$ cat src/rtl/pipelined_addsub_rca.sv
// Pipelined ripple-carry adder/subtractor: a WIDTH-bit add/sub split into STAGES
// ripple slices, one slice per pipeline stage, with valid/ready back-pressure.
module pipelined_addsub_rca #(
   parameter int WIDTH  = 64,
   parameter int STAGES = 4
) (
   input  logic             clk,
   input  logic             rst,
   input  logic             in_valid,
   output logic             in_ready,
   input  logic [WIDTH-1:0] a,
   input  logic [WIDTH-1:0] b,
   input  logic             c_in,
   input  logic             sub,
   output logic             out_valid,
   input  logic             out_ready,
   output logic [WIDTH-1:0] sum,
   output logic             c_out,
   output logic             overflow
);

   localparam int SW = WIDTH / STAGES;

   if (STAGES < 1 || STAGES > WIDTH || (WIDTH % STAGES) != 0) begin : g_param_check
      $error("pipelined_addsub_rca: WIDTH must be a multiple of STAGES, 1 <= STAGES <= WIDTH");
   end

   // One SW-bit ripple slice; returns {carry_out, sum_slice}.
   function automatic logic [SW:0] ripple_slice(input logic [SW-1:0] x,
                                                input logic [SW-1:0] y,
                                                input logic          ci);
      logic [SW-1:0] s;
      logic          c;
      c = ci;
      s = '0;
      for (int i = 0; i < SW; i++) begin
         s[i] = x[i] ^ y[i] ^ c;
         c    = (x[i] & y[i]) | (c & (x[i] ^ y[i]));
      end
      return {c, s};
   endfunction

   // Handshake: a transfer happens on a rising edge where valid && ready.
   // The whole pipe advances when the output slot is empty or being drained;
   // otherwise every stage (valid bits included) holds, so in_ready depends
   // only on out_valid/out_ready and never on in_valid.
   logic advance;
   assign advance  = !out_valid || out_ready;
   assign in_ready = advance;

   logic [WIDTH-1:0] b_eff;
   logic             c_eff;
   assign b_eff = sub ? ~b : b;
   assign c_eff = sub ? ~c_in : c_in;

   for (genvar k = 0; k < STAGES; k++) begin : g_stg
      // Stage k sees operand bits [WIDTH-1:k*SW]; it consumes the lowest SW of them.
      localparam int SRC_W = WIDTH - k * SW;

      logic [SRC_W-1:0]      src_a;
      logic [SRC_W-1:0]      src_b;
      logic                  src_c;
      logic                  src_v;
      logic [SW:0]           slice;
      logic [(k+1)*SW-1:0]   res_d;
      logic [(k+1)*SW-1:0]   res_q;
      logic                  cy_q;
      logic                  vld_q;

      if (k == 0) begin : g_src
         assign src_a = a;
         assign src_b = b_eff;
         assign src_c = c_eff;
         assign src_v = in_valid;
         assign res_d = slice[SW-1:0];
      end else begin : g_src
         assign src_a = g_stg[k-1].g_fwd.opa_q;
         assign src_b = g_stg[k-1].g_fwd.opb_q;
         assign src_c = g_stg[k-1].cy_q;
         assign src_v = g_stg[k-1].vld_q;
         assign res_d = {slice[SW-1:0], g_stg[k-1].res_q};
      end

      assign slice = ripple_slice(src_a[SW-1:0], src_b[SW-1:0], src_c);

      always_ff @(posedge clk) begin
         if (rst) begin
            vld_q <= 1'b0;
         end else if (advance) begin
            vld_q <= src_v;
         end
      end

      if (k < STAGES - 1) begin : g_fwd
         logic [SRC_W-SW-1:0] opa_q;
         logic [SRC_W-SW-1:0] opb_q;

         // Data under valid=0 is don't-care, so intermediate data needs no reset.
         always_ff @(posedge clk) begin
            if (advance) begin
               opa_q <= src_a[SRC_W-1:SW];
               opb_q <= src_b[SRC_W-1:SW];
               res_q <= res_d;
               cy_q  <= slice[SW];
            end
         end
      end else begin : g_last
         logic ovf_d;
         logic ovf_q;

         assign ovf_d = (src_a[SW-1] == src_b[SW-1]) && (slice[SW-1] != src_a[SW-1]);

         always_ff @(posedge clk) begin
            if (rst) begin
               res_q <= '0;
               cy_q  <= 1'b0;
               ovf_q <= 1'b0;
            end else if (advance) begin
               res_q <= res_d;
               cy_q  <= slice[SW];
               ovf_q <= ovf_d;
            end
         end

         assign sum       = res_q;
         assign c_out     = cy_q;
         assign overflow  = ovf_q;
         assign out_valid = vld_q;
      end
   end

endmodule

$ cat config.mk
export PLATFORM = sky130hd
export DESIGN_NAME = pipelined_addsub_rca
export DESIGN_NICKNAME = d
export VERILOG_FILES = /design/src/rtl/pipelined_addsub_rca.sv
export SDC_FILE = /design/constraint.sdc
export NUM_CORES = 1
export LEC_CHECK = 0
export BUFFER_PORTS_ARGS = -buffer_cell sky130_fd_sc_hd__clkbuf_2
export CAP_MARGIN = 20
export CORE_MARGIN = 10
export CORE_UTILIZATION = 50
export CTS_CLUSTER_SIZE = 30
export DETAILED_ROUTE_END_ITERATION = 16
export PLACE_DENSITY_LB_ADDON = 0.05
export SETUP_SLACK_MARGIN = 0.1
export SKIP_LAST_GASP = 1
export SYNTH_ARGS = -nofsm -noshare
export SYNTH_HDL_FRONTEND = slang
export SYNTH_SLANG_ARGS = --single-unit
$ cat constraint.sdc
create_clock -name clk -period 8.3 [get_ports clk]
set_input_delay 0.83 -clock clk [delete_from_list [all_inputs] [get_ports clk]]
set_output_delay 0.83 -clock clk [all_outputs]
set_load 0.01 [all_outputs]
== Word-level counts from Yosys, hierarchy flattened ==
Index checks and enable logic that the tools add are counted.

* Eq/ne operators: 2
* Bitwise logic cells: 322
* Multiplexer cells: 2
* Reductions and logical operators: 3

{| class="wikitable"
|+ Operators with widths
! kind !! number
|-
| $and 1x1->1 || 128
|-
| $xor 1x1->1 || 128
|-
| $mux 64 || 1
|-
| $not 64->64 || 1
|-
| $or 1x1->1 || 64
|-
| $eq 1x1->1 || 1
|-
| $logic_and 1x1->1 || 1
|-
| $logic_not 1->1 || 1
|-
| $logic_or 1x1->1 || 1
|-
| $mux 1 || 1
|-
| $ne 1x1->1 || 1
|-
| $not 1->1 || 1
|}

* Output and inout port bits: 68
* Bits in registers: 361
* Logic and storage cells: 348
* Input bits: 134

== Longest topological paths before layout ==
* Depth in word-level cells: 35
* Mapped depth: 22
* Depth with buffers taken out: 22

== Least setup slack after synthesis ==
No wires, ideal clock.

* Path type: input-to-reg
* Start: in sub
* End: reg g_stg[0].res_q[15] (data pin)
* Setup time: 269 ps
* Setup slack: 187 ps
* Arrival: 7,844 ps
* Data required time: 8,031 ps
* Buffers on the path: 2
* Cell stages on the path: 22
* Cells stage by stage: buf_2 buf_4 xnor2_1 fa_1 fa_1 fa_1 fa_1 fa_1 fa_1 fa_1 fa_1 fa_1 fa_1 fa_1 fa_1 fa_1 inv_1 fa_1 inv_1 fa_1 inv_1 fa_1

* Longest elaborated chain between the ends: 33
* Elaborated cells between the ends (all ways): 64
* Classes of those cells: mux: 2; bitwise: 62

{| class="wikitable"
|+ Ends and longest elaborated chain
! what !! RTL line !! source
|-
| start: declaration || 14 || <nowiki>input logic sub,</nowiki>
|-
| $mux 64 || 53 || <nowiki>assign b_eff = sub ? ~b : b;</nowiki>
|-
| $xor 1x1->1 || 38 || <nowiki>c = (x[i] & y[i]) | (c & (x[i] ^ y[i]));</nowiki>
|-
| $and 1x1->1 || 38 ||
|-
| $or 1x1->1 || 38 ||
|-
| $and 1x1->1 || 38 ||
|-
| $or 1x1->1 || 38 ||
|-
| $and 1x1->1 || 38 ||
|-
| $or 1x1->1 || 38 ||
|-
| (+18 left out) || n/a ||
|-
| $and 1x1->1 || 38 ||
|-
| $or 1x1->1 || 38 ||
|-
| $and 1x1->1 || 38 ||
|-
| $or 1x1->1 || 38 ||
|-
| $and 1x1->1 || 38 ||
|-
| $or 1x1->1 || 38 ||
|-
| $xor 1x1->1 * || 37 || <nowiki>s[i] = x[i] ^ y[i] ^ c;</nowiki>
|-
| via g_stg[0].res_d[15] || 65 || <nowiki>logic [(k+1)*SW-1:0] res_d;</nowiki>
|-
| end signal: assignment || 103 || <nowiki>res_q <= res_d;</nowiki>
|-
| end: declaration || 66 || <nowiki>logic [(k+1)*SW-1:0] res_q;</nowiki>
|}

The timed path passes the listed nets; every way through them passes the cells marked *.
A chain may end at the register's enable or synchronous reset.

== Final worst setup path ==
Ends and elaborated chain as after synthesis.

==> run_results.csv <==
group,metric,value,unit
sta,fin_skew,0.00877,ns
yosys,ys_ff_latch,361,
setup_path,path_common_cell,"fa_1",
route,drt-total-wl,21800,µm
finish,final_nets,1204,
floorplanning,die-area,0.0336,mm²
grt,grt_max_degree,172,
sta,setup_viol,0,
setup_path,path_class,"in -> reg",
pwr,peakVddDrop,0.139,mV
setup_path,critPathLaunchType,"input port",
sta,setup_ws,0.704,ns
setup_path,critical_path_buf_inv_count,4,
worst_hold_path,hold_class,"reg -> reg",
sta,finalCritPeriodShare,0.915,
clock_network,hold_buffers,0,
yosys,netlist.area_leader.share,0.656,
clock_network,clock_latency,0.51,ns
yosys,yosysSeqAreaShare,0.762,
sta,worstMarginPinSlew,0.965,ns
grt,antenna_found_initial,2,
yosys,netlist_area,0.0133,mm²
pwr,pwr-share-clk,0.366,
setup_path,crit_family,"adder cells",
setup_path,rr_worst_depth,22,
sta,setup_tns,0,ns
route,drtIter0Drc,288,
setup_path,worstPathRequired,8.55,ns
yosys,synth_cell_type_count,19,
floorplanning,rows,59,
finish,drive_gt1_frac,0.252,
pwr,p_switching,0.964,mW
placement,port-buffer-count,201,
route,wl_per_cell,15.9,µm
yosys,synth_cells,788,
pwr,power_leakage,6.57,nW
setup_path,worst-endpoint-arrival,7.85,ns
setup_path,max_stage_delay,0.45,ns
sta,hold_viol_final,0,
grt,overflow,0,
sta,whs,0.408,ns
sta,slew-limit-headroom,0.357,
clock_network,cts_setup_buffers,0,
clock_network,cts_tree,"yes",
placement,hpwl,14300,µm
placement,place.gp.congestion,0.728,
yosys,ys_top_cells_by_area,"edfxtp_1 (66%), dfxtp_1 (11%), fa_1 (9.6%)",
grt,grt_pass1_vias,6655,
yosys,yosysTopAreaCell,"edfxtp_1",
status,status,"finished, final reports clean",
floorplanning,initial_core_util,0.509,
pwr,p_per_area,280,mW/mm²
grt,track_usage,0.130,
grt,grt_pass1_wl,34600,µm
yosys,syn-num-nets,987,
setup_path,cp.depth,21,
clock_network,h-tree-depth,2,
pwr,p_comb_frac,0.090,
setup_path,slowest_stage,"fa_1",
route,vias,6285,
setup_path,crit_fanout,3,
finish,area_growth,19.1,%
setup_path,end_kind,"flop",
yosys,avgSynthCellArea,16.9,µm²
sta,rsz0062_at_grt,"no",
route,ant_nets,0,
clock_network,cts-resized-gates,0,
floorplanning,die_x,183,µm
route,vias_per_cell,4.59,
clock_network,clockBufferDepth,3,
route,dr.pass1.iters,4,
finish,fin_util,0.607,
floorplanning,io_pins,202,
placement,dp_slack,0.137,ns
worst_hold_path,holdPathStages,0,
clock_network,cts.sinks,361,
clock_network,numCtsBuffers,38,
sta,slew_violations,0,
setup_path,r2r_setup_slack,0.94,ns
route,drc_errors,0,
yosys,synth_warnings,0,
clock_network,cts_root_buf,"clkbuf_16",
floorplanning,core,0.0261,mm²
pwr,swShare,0.217,
sta,timing.fmax,132,MHz
floorplanning,fp.dieH,183,µm
flow_run,max-cap-violations,0,
setup_path,crit_chain,"buf_4 -> xnor2_1 -> fa_1 -> fa_1 -> fa_1 -> fa_1 -> fa_1 -> fa_1 -> fa_1 -> fa_1 -> fa_1 -> fa_1 -> fa_1 -> fa_1 -> fa_1 -> inv_1 -> fa_1 -> inv_1 -> fa_1 -> inv_1 -> fa_1",
clock_network,clk_pin_slew_worst_paths,0.06,ns
pwr,seqPwrFrac,0.544,
sta,period_needed,7.60,ns
pwr,intPower,3.47,mW
[final timing paths]
path | endpoint | start
worst min-delay path | g_stg[1].res_q[14] | g_stg[0].res_q[14]
worst max register to register | overflow | g_stg[2].g_fwd.opa_q[0]
worst max-delay path | g_stg[0].res_q[15] | sub
worst min register to register | g_stg[1].res_q[14] | g_stg[0].res_q[14]
[final cells by class]
type	count	area, µm²
inverter	59	238
fill	2038	10300
antenna	1	2.50
clock buffer	52	1090
clock inverter	17	140
multi-input combinational	338	2760
tap	335	419
sequential	361	10100
timing repair buffer	207	1070
[per-stage QoR]
stage               power, mW  instance area (µm²)  std cells
finish                   4.44                15900       1370
global placement         2.85                14600       1300
detailed placement       2.87                14600       1300
global route             4.67                15900       1369
CTS                      4.51                15900       1369
floorplan                2.67                13300        788
[sequential cells by signal, indices dropped and copies added, names as in the netlist]
signal,flops
g_stg.g_fwd.opa_q,96
g_stg.g_fwd.opb_q,96
g_stg.res_q,96
sum,64
g_stg.cy_q,3
g_stg.vld_q,3
c_out,1
out_valid,1
overflow,1
[power groups by stage]
stage | combinational [mW] | clock (mW) | sequential (mW)
5_1_grt | 0.468 | 1.75 | 2.45
4_1_cts | 0.413 | 1.68 | 2.42
3_5_place_dp | 0.410 | 0 | 2.46
6_report | 0.399 | 1.62 | 2.41
2_1_floorplan | 0.210 | 0 | 2.46
3_3_place_gp | 0.404 | 0 | 2.45
[cell usage after synthesis (all sizes together)]
master and count:
xor2 51, dfxtp 70, a211oi 3, or3 1, buf 22, fa 64
a21oi 66, nor2b 1, xnor2 15, nand2 131, clkbuf 8, nor2 5
ha 1, inv 59, edfxtp 291
[cells by family (layout without fill, tap and decap cells)]
logic type,count (synthesis),count (layout),share of synthesized area
AOI/OAI and AO/OA,69,69,0.0269
xor gates and xnor gates,66,66,0.0434
adders and majority gates,65,65,0.0972
buffers and inverters,89,335,0.0310
DFF,361,361,0.762
other,0,1,0
and+or+nand+nor,138,138,0.0398
[cells in the final DEF, fill, tap and decap left out, types with 3 or more instances in the layout]
master,synthesis,final
a21oi_1,66,66
buf_4,12,6
clkbuf_1,8,9
clkbuf_16,0,41
clkbuf_2,0,199
clkinv_1,0,9
clkinv_2,0,3
dfxtp_1,70,70
edfxtp_1,291,291
fa_1,64,64
inv_1,58,58
nand2_1,131,131
nor2_1,5,5
xnor2_1,15,15
xor2_1,51,51
[metal layers]
layer,up-vias,wire (µm),GRT usage
li1,3132,-,-
met1,2951,9170,0.160
met2,162,10300,0.207
met3,38,1820,0.0516
met4,2,416,0.0400
met5,-,13,0
[worst reg2reg max path: stages, from the launching register on]
cell	delay [ns]
edfxtp_1	0.37
inv_1	0.08
fa_1	0.19
inv_1	0.06
fa_1	0.38
fa_1	0.39
fa_1	0.41
fa_1	0.41
fa_1	0.39
fa_1	0.39
fa_1	0.38
fa_1	0.39
fa_1	0.40
fa_1	0.39
fa_1	0.41
fa_1	0.39
fa_1	0.39
fa_1	0.37
inv_1	0.07
fa_1	0.44
xor2_1	0.15
or3_1	0.30
a21oi_1	0.14
(Power assumes the default switching activity.)
